### config.mk
export PLATFORM = sky130hd
export DESIGN_NAME = cpu_mem_responder
export DESIGN_NICKNAME = d
export VERILOG_FILES = /design/src/rtl/cpu_mem_responder.sv
export SDC_FILE = /design/constraint.sdc
export NUM_CORES = 1
export LEC_CHECK = 0
export CELL_PAD_IN_SITES_DETAIL_PLACEMENT = 1
export CELL_PAD_IN_SITES_GLOBAL_PLACEMENT = 2
export CORE_ASPECT_RATIO = 0.9
export CORE_MARGIN = 5
export CORE_UTILIZATION = 53
export DETAILED_ROUTE_END_ITERATION = 12
export PLACE_DENSITY_LB_ADDON = 0.25
export SYNTH_ARGS = -nofsm -noshare
export SYNTH_HDL_FRONTEND = slang
export SYNTH_SLANG_ARGS = --single-unit
### constraint.sdc
create_clock -name clk -period 8.1 [get_ports clk]
set_input_delay 1.62 -clock clk [delete_from_list [all_inputs] [get_ports clk]]
set_output_delay 1.62 -clock clk [all_outputs]
set_load 0.005 [all_outputs]
### src/rtl/cpu_mem_responder.sv
// Memory-side responder for the 8-bit CPU bus: RAM, loader-filled program store,
// an output FIFO with status, and a free-running tick counter.
module cpu_mem_responder #(
    parameter int FIFO_DEPTH = 8,
    parameter int PROG_BYTES = 128
) (
    input  logic       clk,
    input  logic       reset,
    input  logic [7:0] cpu_address,
    input  logic [7:0] cpu_wdata,
    input  logic       cpu_write,
    output logic [7:0] cpu_rdata,
    output logic       cpu_reset,
    input  logic       load_start,
    input  logic       load_valid,
    input  logic [7:0] load_data,
    input  logic       load_done,
    output logic       load_ready,
    output logic [7:0] out_data,
    output logic       out_valid,
    input  logic       out_ready
);

    localparam int FAW = $clog2(FIFO_DEPTH);
    localparam int CW  = FAW + 1;
    localparam int PW  = $clog2(PROG_BYTES);
    localparam logic [7:0]    PROG_LIMIT = 8'(PROG_BYTES);
    localparam logic [PW-1:0] PTR_LAST   = PW'(PROG_BYTES - 1);
    localparam logic [CW-1:0] DEPTH_C    = CW'(FIFO_DEPTH);

    typedef enum logic {ST_LOAD, ST_RUN} state_t;

    state_t          state, state_nxt;
    logic [PW-1:0]   ptr, ptr_nxt;
    logic            prog_we;

    logic [7:0]      prog_mem [PROG_BYTES];
    logic [7:0]      ram      [16];
    logic [7:0]      fifo_mem [FIFO_DEPTH];
    logic [FAW-1:0]  wr_ptr, rd_ptr;
    logic [CW-1:0]   count;
    logic            overflow;
    logic [7:0]      tick;

    logic            run, cpu_wr, ram_we, push_req, push_acc, pop, ov_clr;
    logic            empty, full;
    logic [7:0]      status;

    // Loader FSM: next state and program-store write enable
    always_comb begin
        state_nxt = state;
        ptr_nxt   = ptr;
        prog_we   = 1'b0;
        case (state)
            ST_LOAD: begin
                if (load_start) begin
                    ptr_nxt = '0;
                end else begin
                    if (load_valid) begin
                        prog_we = 1'b1;
                        ptr_nxt = ptr + 1'b1;
                        if (ptr == PTR_LAST) state_nxt = ST_RUN;
                    end
                    if (load_done) state_nxt = ST_RUN;
                end
            end
            ST_RUN: begin
                if (load_start) begin
                    state_nxt = ST_LOAD;
                    ptr_nxt   = '0;
                end
            end
            default: state_nxt = ST_LOAD;
        endcase
    end

    always_ff @(posedge clk) begin
        if (reset) begin
            state <= ST_LOAD;
            ptr   <= '0;
        end else begin
            state <= state_nxt;
            ptr   <= ptr_nxt;
        end
    end

    // Program store is deliberately not reset so a reset keeps the loaded image
    always_ff @(posedge clk) begin
        if (prog_we && !reset) prog_mem[ptr] <= load_data;
    end

    assign run        = (state == ST_RUN);
    assign cpu_reset  = !run;
    assign load_ready = !run;

    // CPU writes only take effect while the CPU is running
    assign cpu_wr   = cpu_write && run;
    assign ram_we   = cpu_wr && (cpu_address[7:4] == 4'h0);
    assign push_req = cpu_wr && (cpu_address == 8'h10);
    assign ov_clr   = cpu_wr && (cpu_address == 8'h11) && cpu_wdata[2];

    assign empty     = (count == '0);
    assign full      = (count == DEPTH_C);
    assign out_valid = !empty;
    assign out_data  = empty ? 8'h00 : fifo_mem[rd_ptr];
    assign pop       = out_valid && out_ready;
    assign push_acc  = push_req && (!full || pop);
    assign status    = {5'b00000, overflow, full, empty};

    always_ff @(posedge clk) begin
        if (reset) begin
            wr_ptr   <= '0;
            rd_ptr   <= '0;
            count    <= '0;
            overflow <= 1'b0;
            tick     <= 8'h00;
            for (int i = 0; i < 16; i++) ram[i] <= 8'h00;
        end else begin
            tick <= tick + 8'h01;
            if (ram_we) ram[cpu_address[3:0]] <= cpu_wdata;
            if (push_acc) wr_ptr <= wr_ptr + 1'b1;
            if (pop) rd_ptr <= rd_ptr + 1'b1;
            case ({push_acc, pop})
                2'b10:   count <= count + 1'b1;
                2'b01:   count <= count - 1'b1;
                default: count <= count;
            endcase
            // A dropped push outranks a simultaneous clear
            if (push_req && !push_acc) overflow <= 1'b1;
            else if (ov_clr)           overflow <= 1'b0;
        end
    end

    always_ff @(posedge clk) begin
        if (push_acc) fifo_mem[wr_ptr] <= cpu_wdata;
    end

    always_comb begin
        cpu_rdata = 8'h00;
        if (cpu_address[7]) begin
            if ({1'b0, cpu_address[6:0]} < PROG_LIMIT) cpu_rdata = prog_mem[cpu_address[PW-1:0]];
        end else if (cpu_address[7:4] == 4'h0) begin
            cpu_rdata = ram[cpu_address[3:0]];
        end else if (cpu_address == 8'h11) begin
            cpu_rdata = status;
        end else if (cpu_address == 8'h12) begin
            cpu_rdata = tick;
        end
    end

endmodule

==> impl_metrics.csv, run 1 <==
group,metric,value,unit
setup_path,slowest_delay,750,ps
grt,grt_start_max_net_pins,97,
setup_path,reg2reg_to,"prog_mem[46][4]$_DFFE_PP_",
timing,finClkSkew,40.3,ps
floorplanning,die_h,301,um
yosys,synth.most_common_cell,"edfxtp_1",
yosys,syn_area,0.0498,sq mm
yosys,synth_commonest_cells,"edfxtp_1, mux4_2, nor2_1",
detailed_routing,first_pass_iters,6,
pwr,p_total,13.4,mW
min_path,worst_hold_startpoint,"tick[0]$_SDFF_PP0_",
setup_path,start_kind,"input pin",
timing,rsz0062_at_grt,"false",
yosys,synth_cell_types,63,
clocking,clk_latency,720,ps
pwr,vdd_ir_drop_max,250,uV
timing,tns,0,ps
layout,post-route-util,0.596,
timing,post-route-period-util,0.863,
clocking,cts_sinks,1246,
min_path,worstHoldPathCells,1,
clocking,cts_hold_buffers,0,
clocking,cts_made_buffers,119,
timing,worst_pin_slew,1260,ps
yosys,postSynth.asyncResetShare,0,
layout,final_nets,2726,
detailed_routing,vias_per_cell,6.48,
clocking,cts_root_buf,"clkbuf_16",
yosys,synth_top_area_share,0.734,
floorplanning,ios,50,
timing,finalSetupViolations,0,
detailed_routing,routed_wl,134000,um
layout,num-fill-cells,7944,
setup_path,rrSetupSlack,4480,ps
timing,hold_violations,0,
yosys,ys_warn_count,0,
setup_path,criticalPathCategory,"input pin to primary output",
detailed_routing,ant_nets,0,
min_path,holdPathEnd,"tick[0]$_SDFF_PP0_",
setup_path,cp.required,6480,ps
clocking,cts_resized,0,
detailed_routing,drt-initial-drc-count,3303,
yosys,synth_area_leaders,"edfxtp_1, mux4_2, mux2i_1",
yosys,synth-edff-count,1216,
floorplanning,core.rowCount,106,
setup_path,slowest_stage,"buf_2",
setup_path,crit_family,"compound AO/OA/AOI/OAI gates",
floorplanning,initial_core_util,0.535,
flow_run,drv_cap,0,
grt,grt_pass1_vias,27000,
grt,grt_overflow,0,
detailed_routing,vias,26100,
yosys,synth-main-ff-cell,"edfxtp_1",
layout,design_area,0.0554,sq mm
setup_path,end_kind,"primary output",
pwr,leakage,17.7,nW
floorplanning,die-area,0.100,sq mm
setup_path,crit_chain,"buf_2, nand3b_1, o221ai_1, a221oi_1, a21oi_1, a2111oi_0, a31oi_1, clkdlybuf4s50_1",
setup_path,path_max_fanout,25,
timing,fmax,0.143,GHz
grt,grt_first_pass_wirelength,195000,um
floorplanning,die_x,333,um
placed_design,hpwl,86300,um
clocking,post-cts-setup-buffers,0,
placed_design,portBuffers,49,
run_status,outcome,"finished clean",
detailed_routing,drc_errors,0,
layout,seq_area,0.0371,sq mm
setup_path,worst-path-buf-inv,2,
timing,whs,487,ps
layout,drive_gt1_frac,0.192,
yosys,avgSynthCellArea,19.1,sq um
setup_path,r2r_start,"run$_SDFF_PP0_",
placed_design,dpl_cell_area,0.0516,sq mm
yosys,synth_nets,2637,
clocking,cts_max_level,3,
yosys,synthCells,2601,
setup_path,cp_data_arrival_time,5370,ps
timing,relSlewSlack,0.157,
floorplanning,core_area,0.0931,sq mm
pwr,p_per_area,242,mW/mm^2
layout,multi_input_area,0.0119,sq mm
min_path,hold_path_class,"register to register",
yosys,ys_ff_latch,1246,
clocking,cts_tree,"yes",
clocking,clock_path_buffers,3,
yosys,yosysTopAreaCell,"edfxtp_1",
timing,min_period,6990,ps
setup_path,reg2reg_depth,4,
yosys,ys_seq_area_frac,0.746,
grt,grt_usage,0.267,
layout,synthToLayoutAreaGrowth,11.4,%
detailed_routing,wl_per_cell,33.3,um
grt,antenna_found_initial,3,
timing,report.final.slew_viol_count,0,
placed_design,routabilityCongestion,0.914,
clocking,clk_pin_slew,60,ps
-- cell families after synthesis --
family / after synthesis / synth area share
fa+ha+maj: 5 / 0.00126
flops: 1246 / 0.746
simple gates: 566 / 0.0561
compound gates: 200 / 0.0293
xor+xnor: 19 / 0.00334
mux: 419 / 0.149
buf+inv: 146 / 0.0151
-- worst reg2reg max path: cells and delay by family (launching register included) --
kind	cells	cell delay (ps)
flops	1	370
simple gates	4	2880
-- flip-flops by register name, indices dropped and copies added, names as in the netlist, 3 cells and up, named ones only --
| signal | count |
|---|---|
| count | 4 |
| tick | 8 |
| prog_mem | 1024 |
| wr_ptr | 3 |
| ptr | 7 |
| rd_ptr | 3 |
| fifo_mem | 64 |
| ram | 128 |
-- layout make-up --
type | instances | share of cell area
antenna | 1 | 0.0000451
clock buffer | 167 | 0.0589
clock inverter | 50 | 0.00950
inverter | 5 | 0.000338
multi-input combinational | 1209 | 0.215
sequential | 1246 | 0.669
tap | 1242 | 0.0280
timing repair buffer | 109 | 0.0188
-- worst max-delay path by stage --
stage,cells after the start,to,startpoint,slack (ps)
5_1_grt,9,cpu_rdata[3],cpu_address[0],1050
4_1_cts,8,cpu_rdata[3],cpu_address[1],1220
3_3_place_gp,9,cpu_rdata[7],cpu_address[0],1270
3_5_place_dp,8,cpu_rdata[3],cpu_address[1],1170
6_report,8,cpu_rdata[3],cpu_address[3],1110
2_1_floorplan,9,cpu_rdata[0],cpu_address[0],2950
-- power by group --
| part | switching [mW] | total, mW | internal, mW | leakage [nW] |
|---|---|---|---|---|
| sequential | 0.0317 | 7.13 | 7.10 | 11.4 |
| clock | 2.38 | 5.47 | 3.10 | 1.84 |
| combinational | 0.497 | 0.805 | 0.309 | 4.51 |
| total | 2.90 | 13.4 | 10.5 | 17.7 |
-- stage by stage --
stage          setup WS [ps]  std cells
2_1_floorplan           2950       2601
5_1_grt                 1050       4028
4_1_cts                 1220       4027
3_5_place_dp            1170       3810
6_report                1110       4029
3_3_place_gp            1270       3810
-- layout by cell type, fill, tap and decap left out, types with 6 or more instances in the layout --
cell type,instances
a221oi_1,7
clkinv_2,19
o22ai_1,14
clkdlybuf4s50_1,35
mux2_2,19
clkinv_1,14
mux4_2,256
and3_1,8
nor2b_1,27
buf_4,58
a21oi_1,28
and2_1,135
a211oi_1,6
nor2_1,199
xnor2_1,6
buf_12,10
mux2i_1,144
nand2b_1,8
clkbuf_1,43
nand3_1,36
dfxtp_1,30
clkbuf_16,124
bufinv_16,9
nor3_1,14
o21ai_0,10
xor2_1,13
a31oi_1,6
a22oi_1,70
nand2_1,88
nand4_1,8
or2_2,17
edfxtp_1,1216
a32oi_1,13
-- metal layers --
layer	global-route usage	share of wire
met2	0.424	0.48
met4	0.0661	0.026
met3	0.0435	0.085
met5	0	0
met1	0.396	0.41
No activity file was read; power rests on OpenSTA's default activity.
==> run 2, diff against run 1 <==
GPL_ROUTABILITY_DRIVEN = 0   (was not set)
REMOVE_ABC_BUFFERS = 1   (was not set)
==> run 2 against run 1 <==
Compared with the run above: critical path depth increased by 1; die area unchanged; core utilization about the same; clock power about the same; register-to-register slack got worse by 210 ps.
==> impl_metrics.csv, run 2 (same netlist as run 1, synthesis figures left out) <==
group,metric,value,unit
placed_design,hpwl,87000,um
grt,grt_overflow,0,
floorplanning,core_area,0.0931,sq mm
layout,largest_register_ffs,1024,
setup_path,cp_data_arrival_time,5530,ps
setup_path,end_kind,"primary output",
clocking,cts_sinks,1246,
layout,design_area,0.0554,sq mm
setup_path,reg2reg_depth,4,
floorplanning,die_x,333,um
clocking,cts_root_buf,"clkbuf_16",
grt,grt_pass1_vias,27300,
floorplanning,initial_core_util,0.535,
pwr,leakage,17.7,nW
clocking,clock_path_buffers,3,
grt,grt_start_max_net_pins,107,
timing,report.final.slew_viol_count,0,
setup_path,path_max_fanout,60,
layout,largest-register,"prog_mem",
timing,worst_pin_slew,1300,ps
layout,drive_gt1_frac,0.196,
layout,post-route-util,0.595,
detailed_routing,vias,26400,
pwr,vdd_ir_drop_max,215,uV
clocking,cts_made_buffers,119,
grt,antenna_found_initial,1,
min_path,worstHoldPathCells,1,
detailed_routing,drc_errors,0,
detailed_routing,first_pass_iters,6,
floorplanning,ios,50,
setup_path,cp.required,6480,ps
timing,post-route-period-util,0.883,
run_status,outcome,"finished clean",
clocking,cts_hold_buffers,0,
timing,finalSetupViolations,0,
clocking,cts_tree,"yes",
detailed_routing,drt-initial-drc-count,3071,
min_path,hold_path_class,"register to register",
clocking,clk_latency,710,ps
clocking,cts_resized,0,
clocking,post-cts-setup-buffers,0,
clocking,clk_pin_slew,60,ps
placed_design,dpl_cell_area,0.0516,sq mm
grt,grt_first_pass_wirelength,197000,um
timing,relSlewSlack,0.128,
grt,grt_usage,0.270,
setup_path,criticalPathCategory,"input pin to primary output",
timing,min_period,7150,ps
detailed_routing,routed_wl,136000,um
detailed_routing,vias_per_cell,6.52,
timing,tns,0,ps
flow_run,drv_cap,0,
pwr,p_per_area,242,mW/mm^2
floorplanning,die-area,0.100,sq mm
detailed_routing,wl_per_cell,33.6,um
timing,hold_violations,0,
clocking,cts_max_level,3,
timing,fmax,0.140,GHz
layout,top_regs,"prog_mem (1024), ram (128), fifo_mem (64)",
detailed_routing,ant_nets,0,
layout,layout_commonest_cell,"edfxtp_1",
timing,finClkSkew,31.6,ps
timing,rsz0062_at_grt,"false",
placed_design,portBuffers,49,
layout,final_nets,2728,
floorplanning,die_h,301,um
setup_path,start_kind,"input pin",
floorplanning,core.rowCount,106,
layout,synthToLayoutAreaGrowth,11.4,%
layout,final_cell_mix,"edfxtp_1, mux4_2, nor2_1",
-- run 2: cell types whose count changed in the layout (fill, tap and decap cells not counted), moves of 3 or more --
cell       delta
clkinv_1     +11
clkbuf_1      -9
buf_4         +6
clkinv_2      +5
buf_12        -4
clkbuf_16     -4
clkbuf_8      +3
clkinv_8      +3
-- run 2: worst max-delay path, cell delays in order --
cell and delay, ps:
buf_8 450, buf_4 360, mux4_2 580, a221oi_1 570, a211oi_1 140, buf_4 200, nor4b_1 640, a41oi_1 210
clkdlybuf4s50_1 510
-- run 2: power breakdown --
part	switching [mW]	leakage (nW)	internal (mW)
registers	0.0315	11.4	7.10
clock network	2.41	1.86	3.07
logic	0.496	4.50	0.307
total	2.93	17.7	10.5
-- run 2: area by class of cell --
class	instances	area, sq um
Tap cell	1242	1550
Fill cell	7976	37700
Sequential cell	1246	37100
Clock inverter	69	639
Clock buffer	157	3170
Antenna cell	2	5.00
Inverter	5	18.8
Multi-Input combinational cell	1209	11900
Timing Repair Buffer	111	1010
-- run 2: final timing paths --
path / startpoint / endpoint / slack [ps]
worst max-delay path: cpu_address[0] / cpu_rdata[4] / 950
worst min-delay path: tick[0]$_SDFF_PP0_ / tick[0]$_SDFF_PP0_ / 480
worst min register to register: tick[0]$_SDFF_PP0_ / tick[0]$_SDFF_PP0_ / 480
worst max register to register: run$_SDFF_PP0_ / prog_mem[70][5]$_DFFE_PP_ / 4270
-- run 2: routing by layer --
layer	vias up	wire [um]	track usage
li1	10700	-	-
met1	14200	56500	0.396
met2	1196	65000	0.430
met3	229	10600	0.0455
met4	0	3570	0.0679
met5	-	0	0
-- run 2: stage by stage --
step                      instances  power, mW  setup slack, ps  hold slack [ps]
after global placement         3813       8.04             1050              464
final                          4041       13.4              948              484
after detailed placement       3813       8.07             1070              463
after CTS                      4039       13.5             1080              479
after floorplan                2460       7.59             3030              426
after global routing           4039       13.8              900              516
==> edit (config.mk and constraints of run 1) <==
`FIFO_DEPTH`: 8 -> 16.
--- a/src/rtl/cpu_mem_responder.sv
+++ b/src/rtl/cpu_mem_responder.sv
@@ -1,7 +1,7 @@
 // Memory-side responder for the 8-bit CPU bus: RAM, loader-filled program store,
 // an output FIFO with status, and a free-running tick counter.
 module cpu_mem_responder #(
-    parameter int FIFO_DEPTH = 8,
+    parameter int FIFO_DEPTH = 16,
     parameter int PROG_BYTES = 128
 ) (
     input  logic       clk,
Formal check against the unedited RTL: same outputs for any inputs over 4 cycles, from zero or initial values and one cycle with reset high; that may be too few to reach the edited logic, so the function may still have changed.
==> edit against run 1 <==
  * Cell count is 2.8% higher
  * Sequential cell count is 68 higher
  * Power is 9.8% higher
  * Final area is 5.7% higher
  * Wire length is 3.0% higher
  * Synthesized area is 5.4% higher
  * Clock skew is 8.0 ps lower
  * Sequential power is 5.6% higher
  * Worst setup slack worse by 250 ps
  * Critical path type unchanged
==> edit: results (changes against run 1) <==
CP Max Fanout: 65 (+160%)
post-DR vias/cell: 6.50 (+0.42%)
Worst Path Arrival: 5620 ps (+250 ps)
GRT met1 Usage: 38.2% (-1.5 points)
htree depth: 4 (+1)
outcome: finished, final reports clean
post-synth net total: 2685 (+1.8%)
first-pass GRT wire length: 202000 um (+3.5%)
hpwl dp: 87500 um (+1.4%)
DRT iter0 DRCs: 3222 (-2.5%)
GRT met2 Usage: 40.7% (-1.7 points)
vias in the first global route: 28199 (+4.4%)
final WL: 138000 um (+3.0%)
GP Congestion: 0.886 (-3.1%)
top cells by count, synth: 1280 x edfxtp_1, 311 x mux4_2, 212 x nor2_1, 141 x and2_1, 99 x mux2i_1
Num CTS Buffers: 133 (+12%)
dpl cells: 3897 (+2.3%)
initial antenna violation count: 8 (+5)
layout cells sized above 1: 21.3% (+2.1 points)
Post-synth EDFFs: 1280 (+5.3%)
DRT Pass-1 Iters: 5 (-1)
Top Registers: prog_mem: 1024 flops, fifo_mem: 128 flops, ram: 128 flops
sequential area share after synthesis: 74.6% (about the same)
clk_lat worst skew: 740 ps (+20 ps)
largest net degree at the start of global routing: 105 (+8.2%)
Pleak: 18.7 nW (+5.4%)
clock-pin slew on the worst setup and hold paths: 60 ps (about the same)
Synth Area per Inst: 19.8 um2 (+3.7%)
synth unique cells: 67 (+6.3%)
Synth area leaders: edfxtp_1 73%, mux4_2 13%, mux2i_1 1.9%, and2_1 1.7%, nor2_1 1.5%
global-route usage over all layers: 26.7% (about the same)
Max IR drop VDD: 0.000215 V (-14%)
Layout Nets: 2798 (+2.6%)
Slew headroom: 16.0% (+0.33 points)
Final Skew: 32.3 ps (-7.98 ps)
edit: kinds of logic (layout without fill, tap and decap cells):
kind of cell / Yosys count / after routing / share of synthesized area [%]
mux: 417 / 417 / 15.5
other cells: 0 / 1 / 0
compound gates: 171 / 171 / 2.36
fa+ha+maj: 11 / 11 / 0.277
simple gates: 558 / 558 / 5.27
buf+inv: 151 / 371 / 1.64
flops: 1314 / 1314 / 74.6
xor+xnor: 21 / 21 / 0.351
edit: path summary, 6_finish.rpt:
check                     end  cells past startpoint  slack (ps)      startpoint
max              cpu_rdata[7]                      9         860  cpu_address[0]
min                   tick[0]                      1         470         tick[0]
max reg2reg  prog_mem[126][5]                      5        4410             run
min reg2reg           tick[0]                      1         470         tick[0]
edit: critical path, cell delays in order:
cell and delay (ps):
buf_8 630, buf_4 400, mux4_2 550, a22o_1 280, a211oi_1 620, a21oi_1 200, a211oi_1 440, a32oi_1 260
clkdlybuf4s50_1 530
edit: power by group:
group / internal, mW / switching (mW) / total (mW)
Combinational: 0.464 / 0.659 / 1.12
Clock: 3.50 / 2.57 / 6.07
Sequential: 7.49 / 0.0389 / 7.53
edit: stage by stage:
step                      utilization, %  instance area [um2]  hold slack, ps  worst slack [ps]  power [mW]
after floorplan                        -                52400             426              2970        8.30
after global placement              55.3                54300             444               983        8.76
after detailed placement            55.3                54300             460               944        8.80
after CTS                           59.7                58600             474               897        14.8
after global routing                59.7                58600             511               767        15.2
final                               59.7                58600             470               858        14.7
edit: area by class of cell:
| cell class | count | area [um2] |
|---|---|---|
| sequential | 1314 | 39100 |
| tap | 1276 | 1600 |
| multi-input combinational | 1178 | 12500 |
| fill | 8286 | 39600 |
| inverter | 13 | 48.8 |
| antenna | 1 | 2.50 |
| clock buffer | 170 | 3630 |
| clock inverter | 72 | 654 |
| timing repair buffer | 116 | 1060 |
edit: per-layer routing:
metal  up-vias  wire length [um]
met5         -                20
met4         2              3500
met2      1354             64100
met1     14344             56100
li1      11007                 -
met3       223             14400
